$ cat src/rtl/func_ctrl_pkg.sv
`default_nettype none
// ---------------------------------------------------------------------------
// Module : func_ctrl_pkg
// Brief  : Shared run-controller state type and default counter width.
// Rev    : 1.0  initial release
// ---------------------------------------------------------------------------
package func_ctrl_pkg;

  localparam int C_DEF_CNT_WIDTH = 32;

  typedef enum logic [1:0] {
    IDLE  = 2'd0,
    RUN   = 2'd1,
    DRAIN = 2'd2,
    DONE  = 2'd3
  } ctrl_state_t;

endpackage : func_ctrl_pkg
`default_nettype wire

$ cat src/rtl/func_credit_cnt.sv
`default_nettype none
// ---------------------------------------------------------------------------
// Module : func_credit_cnt
// Brief  : Up/down occupancy counter with an at-limit flag.
// Rev    : 1.0  initial release
// ---------------------------------------------------------------------------
module func_credit_cnt #(
  parameter int C_MAX = 16,
  parameter int C_W   = $clog2(C_MAX + 1)
) (
  input  logic           aclk,
  input  logic           aresetn,
  input  logic           clr,
  input  logic           inc,
  input  logic           dec,
  output logic [C_W-1:0] count,
  output logic           at_max
);

  localparam logic [C_W-1:0] C_MAX_V = C_W'(C_MAX);
  localparam logic [C_W-1:0] C_ONE   = C_W'(1);

  logic [C_W-1:0] r_count;

  // Simultaneous inc and dec cancel, so the count may sit at C_MAX-1 with both.
  always_ff @(posedge aclk or negedge aresetn) begin
    if (!aresetn) begin
      r_count <= '0;
    end else if (clr) begin
      r_count <= '0;
    end else if (inc && !dec) begin
      r_count <= r_count + C_ONE;
    end else if (dec && !inc) begin
      r_count <= r_count - C_ONE;
    end
  end

  assign count  = r_count;
  assign at_max = (r_count == C_MAX_V);

endmodule : func_credit_cnt
`default_nettype wire

$ cat src/rtl/func_stream_ctrl.sv
`default_nettype none
// ---------------------------------------------------------------------------
// Module : func_stream_ctrl
// Brief  : Joins AXI input handshakes into the kernel, limits in-flight words
//          and counts a programmed run length to a one-cycle done pulse.
// Rev    : 1.0  initial release
// ---------------------------------------------------------------------------
module func_stream_ctrl
  import func_ctrl_pkg::*;
#(
  parameter int C_NUM_CHANNELS = 2,
  parameter int C_CNT_WIDTH    = C_DEF_CNT_WIDTH,
  parameter int C_MAX_INFLIGHT = 16
) (
  input  logic                      aclk,
  input  logic                      aresetn,
  input  logic                      ctrl_start,
  input  logic [C_CNT_WIDTH-1:0]    ctrl_len,
  output logic                      ctrl_busy,
  output logic                      ctrl_done,
  output logic [C_CNT_WIDTH-1:0]    in_count,
  output logic [C_CNT_WIDTH-1:0]    out_count,
  input  logic [C_NUM_CHANNELS-1:0] s_tvalid,
  output logic [C_NUM_CHANNELS-1:0] s_tready,
  output logic                      k_ivalid,
  input  logic                      k_iready,
  input  logic                      k_ovalid,
  output logic                      k_oready,
  output logic                      m_tvalid,
  input  logic                      m_tready
);

  localparam int                     C_CREDIT_W = $clog2(C_MAX_INFLIGHT + 1);
  localparam logic [C_CNT_WIDTH-1:0] C_CNT_ONE  = C_CNT_WIDTH'(1);

  ctrl_state_t              r_state;
  ctrl_state_t              w_state_nxt;
  logic [C_CNT_WIDTH-1:0]   r_len_q;
  logic [C_CNT_WIDTH-1:0]   r_in_cnt;
  logic [C_CNT_WIDTH-1:0]   r_out_cnt;
  logic [C_CREDIT_W-1:0]    w_inflight;
  logic                     w_at_max;
  logic                     w_start_run;
  logic                     w_in_open;
  logic                     w_out_open;
  logic                     w_join;
  logic                     w_fire_in;
  logic                     w_fire_out;
  logic                     w_last_in;
  logic                     w_last_out;

  assign w_start_run = (r_state == IDLE) && ctrl_start && (ctrl_len != '0);

  // Handshake join: every channel must be valid before any beat is taken.
  assign w_in_open  = (r_state == RUN) && (r_in_cnt < r_len_q);
  assign w_join     = w_in_open && !w_at_max && (&s_tvalid);
  assign k_ivalid   = w_join;
  assign s_tready   = {C_NUM_CHANNELS{w_join & k_iready}};
  assign w_fire_in  = w_join & k_iready;

  assign w_out_open = ((r_state == RUN) || (r_state == DRAIN)) && (r_out_cnt < r_len_q);
  assign m_tvalid   = k_ovalid & w_out_open;
  assign k_oready   = m_tready & w_out_open;
  assign w_fire_out = k_ovalid & k_oready;

  assign w_last_in  = w_fire_in  && ((r_in_cnt  + C_CNT_ONE) == r_len_q);
  assign w_last_out = w_fire_out && ((r_out_cnt + C_CNT_ONE) == r_len_q);

  func_credit_cnt #(
    .C_MAX (C_MAX_INFLIGHT),
    .C_W   (C_CREDIT_W)
  ) u_credit (
    .aclk    (aclk),
    .aresetn (aresetn),
    .clr     (w_start_run),
    .inc     (w_fire_in),
    .dec     (w_fire_out),
    .count   (w_inflight),
    .at_max  (w_at_max)
  );

  always_ff @(posedge aclk or negedge aresetn) begin
    if (!aresetn) begin
      r_state <= IDLE;
    end else begin
      r_state <= w_state_nxt;
    end
  end

  always_comb begin
    w_state_nxt = r_state;
    case (r_state)
      IDLE: begin
        if (ctrl_start) begin
          w_state_nxt = (ctrl_len != '0) ? RUN : DONE;
        end
      end
      RUN: begin
        if (w_last_in) begin
          w_state_nxt = w_last_out ? DONE : DRAIN;
        end
      end
      DRAIN: begin
        if (w_last_out) begin
          w_state_nxt = DONE;
        end
      end
      DONE:    w_state_nxt = IDLE;
      default: w_state_nxt = IDLE;
    endcase
  end

  always_comb begin
    ctrl_busy = (r_state != IDLE);
    ctrl_done = (r_state == DONE);
  end

  always_ff @(posedge aclk or negedge aresetn) begin
    if (!aresetn) begin
      r_len_q   <= '0;
      r_in_cnt  <= '0;
      r_out_cnt <= '0;
    end else if (w_start_run) begin
      r_len_q   <= ctrl_len;
      r_in_cnt  <= '0;
      r_out_cnt <= '0;
    end else begin
      if (w_fire_in) begin
        r_in_cnt <= r_in_cnt + C_CNT_ONE;
      end
      if (w_fire_out) begin
        r_out_cnt <= r_out_cnt + C_CNT_ONE;
      end
    end
  end

  assign in_count  = r_in_cnt;
  assign out_count = r_out_cnt;

  // Kernel offering data after the run has already emitted len_q words.
  a_no_excess_out: assert property (@(posedge aclk) disable iff (!aresetn)
    !(k_ovalid && (r_state != IDLE) && (r_out_cnt == r_len_q)));

  a_credit_bound: assert property (@(posedge aclk) disable iff (!aresetn)
    w_inflight <= C_CREDIT_W'(C_MAX_INFLIGHT));

endmodule : func_stream_ctrl
`default_nettype wire

$ cat config.mk
export PLATFORM = sky130hd
export DESIGN_NAME = func_stream_ctrl
export DESIGN_NICKNAME = d
export VERILOG_FILES = /design/src/rtl/func_ctrl_pkg.sv /design/src/rtl/func_credit_cnt.sv /design/src/rtl/func_stream_ctrl.sv
export SDC_FILE = /design/constraint.sdc
export NUM_CORES = 1
export LEC_CHECK = 0
export CAP_MARGIN = 20
export CORE_MARGIN = 2
export CORE_UTILIZATION = 45
export DETAILED_ROUTE_END_ITERATION = 8
export GPL_TIMING_DRIVEN = 0
export HOLD_SLACK_MARGIN = 0.12
export PLACE_DENSITY = 0.79
export SYNTH_ARGS = -nofsm -noshare
export SYNTH_HDL_FRONTEND = slang
export SYNTH_SLANG_ARGS = --single-unit
$ cat constraint.sdc
create_clock -name aclk -period 4.5 [get_ports aclk]
set_input_delay 1.125 -clock aclk [delete_from_list [all_inputs] [get_ports aclk]]
set_output_delay 1.125 -clock aclk [all_outputs]
set_load 0.05 [all_outputs]
# Yosys cells after proc, flatten, opt, wreduce, memory -nomap -nowiden
# Index checks and enable logic that the tools add are counted.
# W data, S select, Z words.
# word_totals
reg_bits	103
input_bits	40
output_inout_bits	71
word_cells	59
# classes
addsub	4
order_cmp	2
eq_ne	9
mux	13
bitwise_logic	4
n_reduce_logical	22
# ops
op	n
$mux W32	4
$add A32 B1 Y32 const B	2
$eq A32 B32 Y1	2
$lt A32 B32 Y1	2
$reduce_bool A32 Y1	1
$mux W5	3
$logic_and A1 B1 Y1	10
$mux W2	4
$pmux W2 S4	1
$ne A2 B2 Y1 const B	3
$reduce_bool A2 Y1	3
$add A5 B1 Y5 const B	1
$eq A5 B5 Y1 const B	1
$sub A5 B1 Y5 const B	1
$and A1 B1 Y1	4
$eq A2 B2 Y1 const B	2
$logic_not A1 Y1	3
$reduce_and A3 Y1	1
$reduce_bool A3 Y1	1
$eq A2 B1 Y1 const B	1
$logic_not A2 Y1	1
$reduce_and A2 Y1	1
$logic_or A1 B1 Y1	1
$mux W1	1

# Depth between registers and ports, before layout
# Gate-level depths: netlist of the first run.
# depth
ltp_word	10
ltp_mapped	19
mapped_depth_nobuf	18

# Cells and area by module
# From an unflattened synthesis of the first run, not the netlist that was laid out.
# unflattened
hier_cells	1058
area_unflattened_um2	8818.5
# by_module_without_submodules
module	n_inst	cells_per_inst	area_each_um2	seq_area_each_um2
func_stream_ctrl	1	1020	8451.9	2452.4
func_credit_cnt	1	38	366.6	125.1

# Worst setup path before layout of the first run
# No wires, ideal clock.
# synth_path
kind	register -> register
start	register r_in_cnt[9] (netlist: in_count[9])
end	register u_credit.r_count[4] (netlist: u_credit.count[4])
arrival_time_ps	4196
slack_ps	226
path_stages_with_launch	17
path_buffers	2
path_cell_list	dfrtp_1 -> ha_1 -> a21o_1 -> a221o_1 -> a22oi_1 -> o2111a_1 -> o211a_1 -> clkbuf_1 -> buf_1 -> ha_1 -> inv_1 -> fa_1 -> a21o_1 -> a21oi_1 -> xnor2_1 -> or3_1 -> a21oi_1
# synth_via
elab_chain_len	8
elab_cells_between_ends	11
# synth_rtl
element	line	text
start, declared	func_stream_ctrl.sv:39	logic [C_CNT_WIDTH-1:0] r_in_cnt;
start signal, assigned	func_stream_ctrl.sv:129	r_in_cnt <= r_in_cnt + C_CNT_ONE;
$lt A32 B32 Y1 *	func_stream_ctrl.sv:55	assign w_in_open = (r_state == RUN) && (r_in_cnt < r_len_q);
$logic_and A1 B1 Y1 *	func_stream_ctrl.sv:55	
$logic_and A1 B1 Y1 * (2 in a row)	func_stream_ctrl.sv:56	assign w_join = w_in_open && !w_at_max && (&s_tvalid);
$and A1 B1 Y1 *	func_stream_ctrl.sv:59	assign w_fire_in = w_join & k_iready;
net u_credit.inc	func_credit_cnt.sv:14	input logic inc,
$logic_and A1 B1 Y1 or $logic_not A1 Y1 (tied branches)	func_credit_cnt.sv:31, func_credit_cnt.sv:33	
$mux W5 or $logic_and A1 B1 Y1 (tied branches)	func_credit_cnt.sv:31, func_credit_cnt.sv:33	
$mux W5 or $reduce_bool A3 Y1 (tied branches)	n/a	
end signal, assigned	func_credit_cnt.sv:32	r_count <= r_count + C_ONE;
end signal, assigned	func_credit_cnt.sv:34	r_count <= r_count - C_ONE;
end, declared	func_credit_cnt.sv:23	logic [C_W-1:0] r_count;
# Mark *: on every way through the listed nets, which the timed path passes. The rest lies on a longest branch.
# A chain may end at the register's enable or synchronous reset.

# Worst setup path after layout of the first run
# layout_path
start	input s_tvalid[0]
end	output s_tready[1]
# layout_via
elab_chain_len	3
# layout_rtl
element	line	text
start, declared	func_stream_ctrl.sv:23	input logic [C_NUM_CHANNELS-1:0] s_tvalid,
$reduce_and A2 Y1	func_stream_ctrl.sv:56	
$logic_and A1 B1 Y1	func_stream_ctrl.sv:56	
$and A1 B1 Y1	n/a	
end, declared	func_stream_ctrl.sv:24	output logic [C_NUM_CHANNELS-1:0] s_tready,
# Every way passes these cells.

==> flow_metrics.env, run 1 <==
export IMPL_ios=111
export IMPL_finalCritPeriodShare_pct=97.8
export IMPL_finClkSkew_ps=14.9
export IMPL_grt_overflow=0
export IMPL_slew_violations=0
export IMPL_yosysTopAreaCellShare_pct=30.0
export IMPL_end_kind="primary output"
export IMPL_power_total_mw=4.32
export IMPL_p_leak_nw=4.58
export IMPL_wirelength_um=27700
export IMPL_start_util_pct=46.0
export IMPL_worstReg2RegStart="r_len_q[27]"
export IMPL_cts_sinks=103
export IMPL_fmax_ghz=0.227
export IMPL_setup_worst_path_start_class="input port"
export IMPL_fin_crit_ps=4400
export IMPL_cts_hold_buffers_added=0
export IMPL_dr_pass1_iters=7
export IMPL_worst_slack_ps=98.9
export IMPL_viasPerCell=6.03
export IMPL_drt_antenna_violating_nets=0
export IMPL_reg2reg_to="u_credit.count[4]"
export IMPL_multi_input_area_sq_um=5590
export IMPL_min_to="u_credit.count[4]"
export IMPL_reg2reg_slack_ps=240
export IMPL_wire_per_inst_um=20.2
export IMPL_grt_max_degree=72
export IMPL_synth_common_cells="dfrtp_1 (103), nor2_1 (88), xor2_1 (81)"
export IMPL_die_w_um=142
export IMPL_holdPathStages=2
export IMPL_area_growth_pct=20.6
export IMPL_outcome="finished clean"
export IMPL_synth_area_sq_um=8600
export IMPL_pre_cts_ws_ps=-1190
export IMPL_pwr_density_cell_nw_per_um2=416
export IMPL_ys_flop_type="dfrtp_1"
export IMPL_crit_fanout=12
export IMPL_yosysTopAreaCell="dfrtp_1"
export IMPL_clockBufferDepth=2
export IMPL_root_buffer="clkbuf_16"
export IMPL_worstPathCellList="clkdlybuf4s50_1 -> nand4b_1 -> a21oi_1 -> o21ai_0 -> nor2_1 -> o211a_4 -> buf_6 -> buf_4 -> clkdlybuf4s15_2"
export IMPL_hold_path_class="reg2reg"
export IMPL_yosys_warnings=0
export IMPL_rr_worst_depth=16
export IMPL_nNetsFinal=1245
export IMPL_routed_via_count=8247
export IMPL_finalSetupViolations=0
export IMPL_antenna_cells=0
export IMPL_hold_viol=0
export IMPL_coreArea_sq_um=18700
export IMPL_finalNonFillerCells=1368
export IMPL_cp_slowest_cell="clkdlybuf4s50_1"
export IMPL_ir_drop_mv=0.257
export IMPL_path_clk_slew_ps=80
export IMPL_hold_start="u_credit.count[4]"
export IMPL_crit_family="buffers and inverters"
export IMPL_die_area_sq_um=20200
export IMPL_place_congestion=0.945
export IMPL_synth_edff_count=0
export IMPL_synth_nets=1121
export IMPL_crit_path_start="s_tvalid[0]"
export IMPL_grt_total_usage_pct=27.8
export IMPL_post_dp_cell_area_sq_um=10000
export IMPL_worstSetupPathType="in2out"
export IMPL_drive_above_1_share_pct=7.05
export IMPL_grt_pass1_vias=8005
export IMPL_path_buf_inv=4
export IMPL_rsz0062_at_grt="false"
export IMPL_design_area_sq_um=10400
export IMPL_grt_pass1_wl_um=43600
export IMPL_drv_cap=0
export IMPL_cts_buffers=9
export IMPL_cp_required_ps=3380
export IMPL_ctsHtreeMaxLevel=3
export IMPL_fp_row_count=50
export IMPL_clock_latency_ps=370
export IMPL_die_h_um=142
export IMPL_syn_avg_cell_area_sq_um=8.56
export IMPL_synthArstFlopShare_pct=100
export IMPL_ys_types=74
export IMPL_tightest_slew_ps=1200
export IMPL_drt_iter0_drc=768
export IMPL_antenna_found_initial=0
export IMPL_ys_ff_latch=103
export IMPL_fillCellCount=1738
export IMPL_syn_inst=1005
export IMPL_ff_latch_area_sq_um=2580
export IMPL_max_stage_delay_ps=520
export IMPL_hpwl_um=21200
export IMPL_port_buffers=110
export IMPL_cts_tree="yes"
export IMPL_ys_top_cells_by_area="dfrtp_1 (30%), ha_1 (11%), xor2_1 (8.2%)"
export IMPL_max_slew_margin_rel_pct=19.6
export IMPL_holdWs_ps=563
export IMPL_yosysMostFrequentCell="dfrtp_1"
export IMPL_ys_seq_area_share_pct=30.0
export IMPL_drcViolationCount=0
export IMPL_dp_cells=1350
export IMPL_crit_arrival_ps=3280
-- routing by layer --
metal | track usage [%] | share of wire (%) | routed length, um
met1 | 37.4 | 43 | 11800
met2 | 45.3 | 46 | 12800
met3 | 6.33 | 9.4 | 2600
met4 | 6.84 | 1.7 | 468
met5 | 0 | 0 | 0
-- logic make-up after synthesis --
| kind of cell | share of synthesized area [%] |
|---|---|
| adders and majority gates | 11.1 |
| and+or+nand+nor | 25.5 |
| DFF | 30.0 |
| xor gates and xnor gates | 13.9 |
| muxes | 1.21 |
| AOI/OAI and AO/OA | 13.1 |
| buffers and inverters | 5.13 |
-- how the worst max path moves through the flow --
stage	end	cells past startpoint
3_3_place_gp	in_count[30]	1
6_report	s_tready[1]	9
4_1_cts	u_credit.count[4]	18
2_1_floorplan	u_credit.count[4]	16
5_1_grt	s_tready[0]	10
3_5_place_dp	s_tready[1]	10
-- cells in the final DEF (no fill, tap or decap), drive strengths merged, types with 3 or more instances in the layout --
| master | Yosys | final |
|---|---|---|
| or3 | 13 | 13 |
| ha | 75 | 75 |
| clkdlybuf4s50 | 0 | 104 |
| o211ai | 5 | 5 |
| o22ai | 4 | 4 |
| xnor2 | 56 | 56 |
| and2 | 7 | 7 |
| o21ai | 56 | 56 |
| nor4 | 25 | 25 |
| mux2 | 3 | 3 |
| and3 | 23 | 23 |
| a311oi | 4 | 4 |
| nand3 | 45 | 45 |
| dfrtp | 103 | 103 |
| a41oi | 3 | 3 |
| nor3 | 12 | 12 |
| nor2b | 14 | 14 |
| a21o | 20 | 20 |
| and4 | 20 | 20 |
| clkbuf | 28 | 36 |
| xor2 | 81 | 81 |
| nand4 | 61 | 61 |
| a31oi | 5 | 5 |
| nor2 | 88 | 88 |
| o21a | 3 | 3 |
| nand2 | 77 | 77 |
| mux2i | 7 | 7 |
| clkdlybuf4s15 | 0 | 3 |
| nand2b | 4 | 4 |
| nor3b | 4 | 4 |
| buf | 25 | 31 |
| a211oi | 5 | 5 |
| a211o | 5 | 5 |
| inv | 49 | 53 |
| a21oi | 44 | 44 |
-- tightest hold or removal path: stages (launching register included) --
cell	delay (ps)
dfrtp_1	390
o21ai_0	70
a21oi_1	60
-- stage by stage --
step	util (%)	setup TNS, ps
global placement	53.4	-172490
detailed placement	53.6	-4570
floorplan	-	0
finish	55.4	0
CTS	55.3	0
global route	55.4	0
-- report_power, final --
| part | internal (mW) | switching, mW | leakage, nW |
|---|---|---|---|
| clock network | 0.407 | 0.414 | 0.149 |
| logic | 0.822 | 1.27 | 3.05 |
| registers | 1.11 | 0.293 | 1.37 |
| total | 2.34 | 1.98 | 4.58 |
-- final cells by class --
type	count	share of cell area, %
Buffer	51	2.52
Sequential cell	103	24.9
Clock inverter	6	0.603
Multi-Input combinational cell	800	53.9
Tap cell	234	2.82
Clock buffer	10	2.30
Inverter	49	1.77
Timing Repair Buffer	115	11.2
-- state kept, by name (all words and copies together) (netlist names) --
signal	count
out_count	32
r_state	2
in_count	32
r_len_q	32
u_credit.count	5
-- timing repair --
action	CTS	global route
gates resized for setup	18	7
setup buffers	0	4
pin swaps	0	1
endpoints found under the setup margin	8	6
cloned	0	0
Power figures use the tool's default switching activity.
==> run 2: changes to the inputs <==
- MAX_ROUTING_LAYER: default -> met4
==> run 2 against run 1 <==
Cell area is 0.36% lower; worst setup slack worse by 24 ps; clock skew hardly changed; critical path type unchanged.
==> flow_metrics.env, run 2 (synthesis gave the netlist of run 1 again) <==
export IMPL_drt_antenna_violating_nets=0
export IMPL_finalSetupViolations=0
export IMPL_grt_total_usage_pct=29.2
export IMPL_start_util_pct=46.0
export IMPL_power_frac_seq_pct=32.6
export IMPL_grt_overflow=0
export IMPL_crit_fanout=12
export IMPL_antenna_cells=0
export IMPL_wire_per_inst_um=20.4
export IMPL_hold_viol=0
export IMPL_hpwl_um=21500
export IMPL_cts_buffers=9
export IMPL_drcViolationCount=0
export IMPL_worst_slack_ps=74.7
export IMPL_fin_crit_ps=4430
export IMPL_p_leak_nw=4.57
export IMPL_switching_share_pct=46.3
export IMPL_cts_hold_buffers_added=0
export IMPL_cts_sinks=103
export IMPL_routed_via_count=8287
export IMPL_area_growth_pct=20.1
export IMPL_path_buf_inv=4
export IMPL_place_congestion=0.963
export IMPL_layout_common_cells="clkdlybuf4s50_1 (104), dfrtp_1 (102), nor2_1 (88)"
export IMPL_rsz0062_at_grt="false"
export IMPL_fmax_ghz=0.226
export IMPL_ios=111
export IMPL_tightest_slew_ps=1120
export IMPL_coreArea_sq_um=18700
export IMPL_wirelength_um=27900
export IMPL_drv_cap=0
export IMPL_outcome="finished clean"
export IMPL_ctsHtreeMaxLevel=3
export IMPL_finClkSkew_ps=14.6
export IMPL_pre_cts_ws_ps=-1210
export IMPL_cp_slowest_cell="clkdlybuf4s50_1"
export IMPL_crit_family="buffers and inverters"
export IMPL_p_sw_mw=2.00
export IMPL_pwr_density_cell_nw_per_um2=417
export IMPL_dr_pass1_iters=7
export IMPL_cp_required_ps=3380
export IMPL_multi_input_area_sq_um=5590
export IMPL_setup_worst_path_start_class="input port"
export IMPL_ir_drop_mv=0.228
export IMPL_clock_latency_ps=380
export IMPL_finalCritPeriodShare_pct=98.3
export IMPL_die_area_sq_um=20200
export IMPL_die_w_um=142
export IMPL_pwr_share_comb_pct=48.7
export IMPL_max_stage_delay_ps=540
export IMPL_worstSetupPathType="in2out"
export IMPL_port_buffers=110
export IMPL_final_common_cell="clkdlybuf4s50_1"
export IMPL_end_kind="primary output"
export IMPL_path_clk_slew_ps=80
export IMPL_die_h_um=142
export IMPL_hold_path_class="reg2reg"
export IMPL_worstPathCellList="clkdlybuf4s50_1 -> nand4b_1 -> a21oi_1 -> o21ai_0 -> nor2_1 -> o211a_4 -> buf_6 -> buf_4 -> clkdlybuf4s18_2"
export IMPL_p_int_mw=2.32
export IMPL_slew_violations=0
export IMPL_clockPowerShare_pct=18.7
export IMPL_clockBufferDepth=2
export IMPL_viasPerCell=6.06
export IMPL_cts_tree="yes"
export IMPL_antenna_found_initial=0
export IMPL_grt_max_degree=65
export IMPL_fp_row_count=50
export IMPL_nNetsFinal=1245
export IMPL_drt_iter0_drc=757
export IMPL_grt_pass1_wl_um=44400
export IMPL_ff_latch_area_sq_um=2580
export IMPL_holdWs_ps=565
export IMPL_grt_pass1_vias=8062
export IMPL_fillCellCount=1742
export IMPL_drive_above_1_share_pct=7.05
export IMPL_crit_arrival_ps=3300
export IMPL_max_slew_margin_rel_pct=24.6
export IMPL_root_buffer="clkbuf_16"
==> run 2: repair_timing <==
action                     4_1_cts  5_1_grt
pin swaps                        0        1
setup endpoints to repair        9        6
resized for setup               16        9
buffers inserted                 0        4
==> run 2: final cells by class <==
class / count / area share (%)
multi-input cells: 800 / 54.1
flip-flops and latches: 103 / 25.0
repair buffers: 115 / 11.0
well taps: 234 / 2.83
plain buffers: 51 / 2.51
clock buffers: 9 / 2.18
inverters: 49 / 1.78
clock inverters: 7 / 0.593
==> run 2: worst paths after layout <==
kind	start	end	slack, ps	depth (start not counted)
worst max-delay path	s_tvalid[0]	s_tready[1]	70	9
worst max register to register	r_len_q[25]	u_credit.count[4]	190	17
min in group asynchronous	aresetn	out_count[9]	730	1
max in group asynchronous	aresetn	r_len_q[11]	3040	2
worst min register to register	u_credit.count[3]	u_credit.count[3]	570	2
worst min-delay path	u_credit.count[3]	u_credit.count[3]	570	2
==> run 2: power by group through the flow <==
stage	combinational (mW)	sequential [mW]	clock (mW)
2_1_floorplan	1.43	1.35	0
3_3_place_gp	1.99	1.41	0
3_5_place_dp	2.06	1.41	0
4_1_cts	2.07	1.40	0.823
5_1_grt	2.31	1.42	0.855
6_report	2.10	1.41	0.808
==> run 2: through the flow <==
stage	power [mW]	utilization (%)	TNS [ps]	std cells	instance area (sq um)
floorplan	2.78	-	0	1005	8600
global placement	3.40	53.4	-168160	1349	10000
detailed placement	3.47	53.6	-4750	1350	10000
CTS	4.29	55.2	0	1365	10300
global route	4.59	55.2	0	1368	10300
finish	4.31	55.2	0	1368	10300
==> run 2: metal layers <==
| layer | vias to the layer above | part of all wire [%] | GRT usage, % |
|---|---|---|---|
| met3 | 36 | 8.5 | 5.89 |
| met1 | 3986 | 44 | 39.1 |
| li1 | 3852 | - | - |
| met4 | 0 | 1.5 | 6.16 |
| met2 | 413 | 46 | 46.0 |
| met5 | - | 0 | - |
==> run 2: worst min-delay path, delay by kind of cell, from the launching register on <==
kind | cells | cell delay (ps)
DFF | 1 | 380
and+or+nand+nor | 1 | 80
AOI/OAI and AO/OA | 1 | 70
